$ cat src/rtl/sys_cmd_issuer_if.sv
// Request, UART byte-stream and response signals of the command issuer.
// The master modport is the issuer's view; slave is the host/UART side.
interface sys_cmd_issuer_if #(
    parameter int data_width   = 8,
    parameter int addr_width   = 4,
    parameter int alu_fn_width = 4
);
    logic                      req_valid;
    logic                      req_ready;
    logic [1:0]                req_type;
    logic [addr_width-1:0]     req_addr;
    logic [data_width-1:0]     req_data;
    logic [data_width-1:0]     req_op_a;
    logic [data_width-1:0]     req_op_b;
    logic [alu_fn_width-1:0]   req_fun;
    logic [data_width-1:0]     tx_data;
    logic                      tx_valid;
    logic                      tx_ready;
    logic [data_width-1:0]     rx_data;
    logic                      rx_valid;
    logic                      done;
    logic [2*data_width-1:0]   rsp_data;
    logic                      rsp_err;

    modport master (
        input  req_valid, req_type, req_addr, req_data, req_op_a, req_op_b, req_fun,
        input  tx_ready, rx_data, rx_valid,
        output req_ready, tx_data, tx_valid, done, rsp_data, rsp_err
    );

    modport slave (
        output req_valid, req_type, req_addr, req_data, req_op_a, req_op_b, req_fun,
        output tx_ready, rx_data, rx_valid,
        input  req_ready, tx_data, tx_valid, done, rsp_data, rsp_err
    );
endinterface

$ cat src/rtl/sys_cmd_issuer.sv
// Host-side UART command initiator: serializes one request into an AA/BB/CC/DD frame,
// then gathers the reply bytes into a response word with timeout status.
module sys_cmd_issuer #(
    parameter int data_width   = 8,
    parameter int addr_width   = 4,
    parameter int alu_fn_width = 4,
    parameter int TIMEOUT_CYC  = 1024
) (
    input  logic              clk,
    input  logic              rst_n,
    sys_cmd_issuer_if.master  bus
);
    localparam int TW = $clog2(TIMEOUT_CYC);

    typedef enum logic [1:0] {IDLE, SEND, WAIT_RSP, DONE} state_t;

    state_t                  state, state_nxt;
    logic [data_width-1:0]   frame [4];
    logic [2:0]              frame_len;
    logic [1:0]              rsp_len;
    logic [1:0]              idx;
    logic [1:0]              cnt;
    logic [TW-1:0]           tmo;
    logic [data_width-1:0]   rx_buf0, rx_buf1;
    logic [data_width-1:0]   byte0_nxt, byte1_nxt;
    logic                    accept, tx_fire, last_tx, last_rx, expire;

    assign accept  = (state == IDLE) && bus.req_valid;
    assign tx_fire = (state == SEND) && bus.tx_ready;
    assign last_tx = (3'(idx) == frame_len - 3'd1);
    assign last_rx = (state == WAIT_RSP) && bus.rx_valid && (cnt == rsp_len - 2'd1);
    // A byte arriving on the expiry cycle takes precedence over the timeout.
    assign expire  = (state == WAIT_RSP) && !bus.rx_valid && (tmo == TW'(TIMEOUT_CYC - 1));

    assign byte0_nxt = (bus.rx_valid && cnt == 2'd0) ? bus.rx_data : rx_buf0;
    assign byte1_nxt = (bus.rx_valid && cnt == 2'd1) ? bus.rx_data : rx_buf1;

    always_ff @(posedge clk or negedge rst_n) begin
        if (!rst_n) state <= IDLE;
        else        state <= state_nxt;
    end

    always_comb begin
        state_nxt     = state;
        bus.req_ready = 1'b0;
        bus.tx_valid  = 1'b0;
        bus.tx_data   = '0;
        bus.done      = 1'b0;
        case (state)
            IDLE: begin
                bus.req_ready = 1'b1;
                if (bus.req_valid) state_nxt = SEND;
            end
            SEND: begin
                bus.tx_valid = 1'b1;
                bus.tx_data  = frame[idx];
                if (tx_fire && last_tx) state_nxt = (rsp_len == 2'd0) ? DONE : WAIT_RSP;
            end
            WAIT_RSP: begin
                if (last_rx || expire) state_nxt = DONE;
            end
            DONE: begin
                bus.done  = 1'b1;
                state_nxt = IDLE;
            end
            default: state_nxt = IDLE;
        endcase
    end

    always_ff @(posedge clk or negedge rst_n) begin
        if (!rst_n) begin
            for (int i = 0; i < 4; i++) frame[i] <= '0;
            frame_len    <= '0;
            rsp_len      <= '0;
            idx          <= '0;
            cnt          <= '0;
            tmo          <= '0;
            rx_buf0      <= '0;
            rx_buf1      <= '0;
            bus.rsp_data <= '0;
            bus.rsp_err  <= 1'b0;
        end else begin
            if (accept) begin
                for (int i = 0; i < 4; i++) frame[i] <= '0;
                case (bus.req_type)
                    2'd0: begin
                        frame[0]  <= data_width'(8'hAA);
                        frame[1]  <= data_width'(bus.req_addr);
                        frame[2]  <= bus.req_data;
                        frame_len <= 3'd3;
                        rsp_len   <= 2'd0;
                    end
                    2'd1: begin
                        frame[0]  <= data_width'(8'hBB);
                        frame[1]  <= data_width'(bus.req_addr);
                        frame_len <= 3'd2;
                        rsp_len   <= 2'd1;
                    end
                    2'd2: begin
                        frame[0]  <= data_width'(8'hCC);
                        frame[1]  <= bus.req_op_a;
                        frame[2]  <= bus.req_op_b;
                        frame[3]  <= data_width'(bus.req_fun);
                        frame_len <= 3'd4;
                        rsp_len   <= 2'd2;
                    end
                    default: begin
                        frame[0]  <= data_width'(8'hDD);
                        frame[1]  <= data_width'(bus.req_fun);
                        frame_len <= 3'd2;
                        rsp_len   <= 2'd2;
                    end
                endcase
                idx          <= '0;
                cnt          <= '0;
                tmo          <= '0;
                rx_buf0      <= '0;
                rx_buf1      <= '0;
                bus.rsp_data <= '0;
                bus.rsp_err  <= 1'b0;
            end
            if (tx_fire) idx <= idx + 2'd1;
            if (state == WAIT_RSP) begin
                if (bus.rx_valid) begin
                    cnt     <= cnt + 2'd1;
                    tmo     <= '0;
                    rx_buf0 <= byte0_nxt;
                    rx_buf1 <= byte1_nxt;
                end else if (!expire) begin
                    tmo <= tmo + 1'b1;
                end
                if (last_rx || expire) begin
                    bus.rsp_data <= {byte1_nxt, byte0_nxt};
                    bus.rsp_err  <= expire;
                end
            end
        end
    end
endmodule

$ cat src/flat_wrapper.sv
// flat-port wrapper written by rule: the top's interface ports become plain ports
module sys_cmd_issuer_flat 
#(
    parameter int data_width   = 8,
    parameter int addr_width   = 4,
    parameter int alu_fn_width = 4,
    parameter int TIMEOUT_CYC  = 1024
)
  (clk, rst_n, bus_req_valid, bus_req_type, bus_req_addr, bus_req_data, bus_req_op_a, bus_req_op_b, bus_req_fun, bus_tx_ready, bus_rx_data, bus_rx_valid, bus_req_ready, bus_tx_data, bus_tx_valid, bus_done, bus_rsp_data, bus_rsp_err);
  sys_cmd_issuer_if #(.data_width(data_width), .addr_width(addr_width), .alu_fn_width(alu_fn_width)) bus_i ();
  input  logic clk;
  input  logic rst_n;
  input wire logic [$bits(bus_i.req_valid)-1:0] bus_req_valid;
  input wire logic [$bits(bus_i.req_type)-1:0] bus_req_type;
  input wire logic [$bits(bus_i.req_addr)-1:0] bus_req_addr;
  input wire logic [$bits(bus_i.req_data)-1:0] bus_req_data;
  input wire logic [$bits(bus_i.req_op_a)-1:0] bus_req_op_a;
  input wire logic [$bits(bus_i.req_op_b)-1:0] bus_req_op_b;
  input wire logic [$bits(bus_i.req_fun)-1:0] bus_req_fun;
  input wire logic [$bits(bus_i.tx_ready)-1:0] bus_tx_ready;
  input wire logic [$bits(bus_i.rx_data)-1:0] bus_rx_data;
  input wire logic [$bits(bus_i.rx_valid)-1:0] bus_rx_valid;
  output wire logic [$bits(bus_i.req_ready)-1:0] bus_req_ready;
  output wire logic [$bits(bus_i.tx_data)-1:0] bus_tx_data;
  output wire logic [$bits(bus_i.tx_valid)-1:0] bus_tx_valid;
  output wire logic [$bits(bus_i.done)-1:0] bus_done;
  output wire logic [$bits(bus_i.rsp_data)-1:0] bus_rsp_data;
  output wire logic [$bits(bus_i.rsp_err)-1:0] bus_rsp_err;
  assign bus_i.req_valid = bus_req_valid;
  assign bus_i.req_type = bus_req_type;
  assign bus_i.req_addr = bus_req_addr;
  assign bus_i.req_data = bus_req_data;
  assign bus_i.req_op_a = bus_req_op_a;
  assign bus_i.req_op_b = bus_req_op_b;
  assign bus_i.req_fun = bus_req_fun;
  assign bus_i.tx_ready = bus_tx_ready;
  assign bus_i.rx_data = bus_rx_data;
  assign bus_i.rx_valid = bus_rx_valid;
  assign bus_req_ready = bus_i.req_ready;
  assign bus_tx_data = bus_i.tx_data;
  assign bus_tx_valid = bus_i.tx_valid;
  assign bus_done = bus_i.done;
  assign bus_rsp_data = bus_i.rsp_data;
  assign bus_rsp_err = bus_i.rsp_err;
  sys_cmd_issuer #(.data_width(data_width), .addr_width(addr_width), .alu_fn_width(alu_fn_width), .TIMEOUT_CYC(TIMEOUT_CYC)) u_core (.clk(clk), .rst_n(rst_n), .bus(bus_i));
endmodule
$ cat config.mk
export PLATFORM = sky130hd
export DESIGN_NAME = sys_cmd_issuer_flat
export DESIGN_NICKNAME = d
export VERILOG_FILES = /design/src/rtl/sys_cmd_issuer_if.sv /design/src/rtl/sys_cmd_issuer.sv /design/src/flat_wrapper.sv
export SDC_FILE = /design/constraint.sdc
export NUM_CORES = 1
export LEC_CHECK = 0
export CAP_MARGIN = 20
export CORE_ASPECT_RATIO = 0.5
export CORE_MARGIN = 4
export CORE_UTILIZATION = 35
export CTS_BUF_LIST = sky130_fd_sc_hd__clkbuf_4
export DETAILED_ROUTE_END_ITERATION = 8
export PLACE_DENSITY = 0.57
export SLEW_MARGIN = 20
export SYNTH_ARGS = -nofsm -noshare
export SYNTH_HDL_FRONTEND = slang
export SYNTH_SLANG_ARGS = --single-unit
$ cat constraint.sdc
create_clock -name clk -period 2.1 [get_ports clk]
set_input_delay 0.315 -clock clk [delete_from_list [all_inputs] [get_ports clk]]
set_output_delay 0.315 -clock clk [all_outputs]
set_load 0.01 [all_outputs]
==> results.toml <==
[floorplanning]
fp.dieH_um = 84.2
dieWidth_um = 160
start_util_pct = 36.4
coreArea_um2 = 11200
io_pins = 75
rows = 27
die_area_um2 = 13500

[yosys]
syn_area_um2 = 4070
seq_area_frac_synth_pct = 48.0
synthTopCellsByArea = "dfrtp_1 (48%), mux2i_1 (7.9%), a22o_1 (6.0%)"
synth_cell_types = 45
synth.avg_cell_area_um2 = 11.0
synth_fp_nets = 427
yosys_register_bits = 78
yosysTopAreaCellShare_pct = 48.0
syn_inst = 370
yosysWarnings = 0
synth_top_area_cell = "dfrtp_1"

[timing]
rsz0062_at_grt = "yes"
period_minus_slack_ns = 2.09
timing.final.hold_violations = 0
finClkSkew_ns = 0.0191
setup_viol = 0
slew_headroom_pct = 48.5
tns_ns = 0
worst_slew_pin_slew_ns = 0.769
clock.fmax_mhz = 479
fin_crit_sh_pct = 99.5
slew_viol_final = 0

[worst_setup_path]
r2r_start = "u_core.idx[0]$_DFFE_PN0P_"
slowest_delay_ns = 0.48
worst_path_most_repeated_cell = "buf_6"
cp_cell_sequence = "buf_6, buf_6, mux4_2, and2_4, buf_6"
cp.required_ns = 1.78
crit_family = "multiplexers"
cp_slowest_cell = "mux4_2"
crit_start = "u_core.idx[0]$_DFFE_PN0P_"
crit_type = "register to output port"
path_max_fanout = 3
cp_num_buf_inv = 3
cp-end-kind = "output port"
startpoint_type = "register"
crit_arrival_ns = 1.77

[global_route]
overflow = 0
grt_pass1_vias = 3260
grt_max_degree = 46
grt_pass1_wl_mm = 16.9
antenna_found_initial = 0
grt_usage_pct = 15.3

[placed_design]
dp.cells = 605
dp_hpwl_mm = 7.09
gp_congestion = 0.818
portBuffers = 74
post_dp_cell_area_um2 = 5100

[drt]
wire_per_inst_um = 15.9
final_antenna_net_count = 0
drc = 0
via_count = 3128
drt_first_iter_violations = 161
drt-total-wl_mm = 10.0
drt-pass1-iter-count = 4
drt-vias-per-instance = 4.97

[pwr]
p_clk_share_pct = 15.1
pwr-share-comb_pct = 46.1
p_leak_nw = 2.44
p_sw_mw = 2.19
sequentialPowerShare_pct = 38.8
power_density_nw_per_um2 = 1110
vdd_ir_drop_max_uv = 347
netSwitchingFraction_pct = 37.1
p_int_mw = 3.72
power.total_mw = 5.92

[job]
maxCapViolations = 0

[clock_network]
cts_buffers = 9
clk-insertion-delay-late_ns = 0.43
cts_root_buf = "clkbuf_4"
cts_tree = "yes"
cts.sinks = 78
clk_pin_slew_ns = 0.14
htree_levels = 3
clk_path_buf_depth = 2

[layout]
fillers = 1085
utilization_pct = 47.7
final_area_um2 = 5330
multi_input_area_um2 = 2020
antenna-diode-count = 0
final_cell_mix = "dfrtp_1 (76), clkdlybuf4s50_1 (64), nand2_1 (43)"
layout_commonest_cell = "dfrtp_1"
seq_area_um2 = 1950
fin_nets = 522
area_delta_synth_final_pct = 31.1
drive_gt1_share_pct = 23.8
fin_cells = 629

[hold_path]
min_path_type = "input port to async pin"

[run_status]
status = "finished, final reports clean"
-- worst register-to-register path: cells and delay by family, from the launching register on --
family	cells	cell delay, ns
AOI/OAI and AO/OA	1	0.23
buffers and inverters	4	0.50
xor gates and xnor gates	1	0.12
muxes	1	0.30
and+or+nand+nor	2	0.24
DFF	1	0.45
-- registers in the layout, summed over array words and instances, names as in the netlist --
| name | flops |
|---|---|
| u_core.bus.rsp_data | 16 |
| u_core.rx_buf0 | 8 |
| u_core.rsp_len | 2 |
| u_core.bus.rsp_err | 1 |
| u_core.frame | 24 |
| u_core.idx | 2 |
| u_core.cnt | 2 |
| u_core.rx_buf1 | 8 |
| u_core.tmo | 10 |
| u_core.state | 2 |
| u_core.frame_len | 3 |
-- synth_stat cells (all sizes together) --
library cell and count:
nand2b 4, xor2 6, ha 10, a22o 28
a32o 1, o21ai 51, a21oi 8, nand2 47
and4 1, and2 8, inv 8, nand4b 1
buf 11, a32oi 1, or2 1, nand4 4
o211a 1, o211ai 1, clkbuf 11, o22a 1
a31o 2, dfrtp 78, a41oi 1, mux4 4
xnor2 3, a21o 1, mux2 2, o31ai 3
a31oi 2, nor4 1, mux2i 32, nor2 6
nand3 26, and3 1, a211o 1, nor2b 3
-- power groups by stage --
stage | clock (mW) | combinational (mW) | sequential [mW]
3_5_place_dp | 0 | 2.55 | 2.34
4_1_cts | 0.926 | 2.70 | 2.29
3_3_place_gp | 0 | 2.51 | 2.34
5_1_grt | 0.994 | 3.02 | 2.36
2_1_floorplan | 0 | 1.63 | 2.26
6_report | 0.891 | 2.73 | 2.30
-- per-stage QoR --
| step | worst slack (ns) | hold slack, ns |
|---|---|---|
| 2_1_floorplan | 0.380 | 0.0194 |
| 3_3_place_gp | 0.0508 | 0.309 |
| 3_5_place_dp | 0.0133 | 0.310 |
| 4_1_cts | -0.172 | 0.371 |
| 5_1_grt | -0.104 | 0.377 |
| 6_report | 0.0113 | 0.367 |
-- cell type report --
| cell class | count | share of cell area [%] |
|---|---|---|
| Clock buffer | 9 | 1.27 |
| Sequential cell | 78 | 36.6 |
| Timing Repair Buffer | 106 | 18.7 |
| Inverter | 8 | 0.563 |
| Tap cell | 159 | 3.73 |
| Multi-Input combinational cell | 262 | 37.9 |
| Clock inverter | 7 | 1.22 |
-- worst paths after layout --
path	to	slack [ns]	cells past startpoint
max	bus_tx_data[1]	0.01	5
min	u_core.frame[30]$_DFFE_PN0P_	0.37	2
max reg2reg	u_core.state[1]$_DFFE_PN0P_	0.20	9
min reg2reg	u_core.frame[14]$_DFFE_PN0P_	0.50	2
max in group asynchronous	u_core.rx_buf1[6]$_DFF_PN0_	1.11	3
min in group clk	u_core.frame[14]$_DFFE_PN0P_	0.50	2
-- kinds of logic after synthesis --
family                     after synthesis  synth area share, %
muxes                                   38                 10.7
adders and majority gates               10                 3.08
buffers and inverters                   30                 3.66
DFF                                     78                 48.0
xor gates and xnor gates                 9                 1.94
AOI/OAI and AO/OA                      102                 18.1
and+or+nand+nor                        103                 14.5
-- per-layer routing --
layer | track usage (%) | wire length (µm)
met5 | 0 | 0
met4 | 3.59 | 119
met3 | 4.51 | 391
met2 | 23.9 | 4450
met1 | 21.3 | 5070
-- repair_timing --
action | CTS | global route
pin swaps | 1 | 6
setup endpoints to repair | 10 | 10
gates resized for setup | 42 | 14
buffers inserted | 6 | 2
hold buffers | 1 | 0
endpoints found under the hold margin | 33 | 0
No activity file was read; power rests on OpenSTA's default activity.
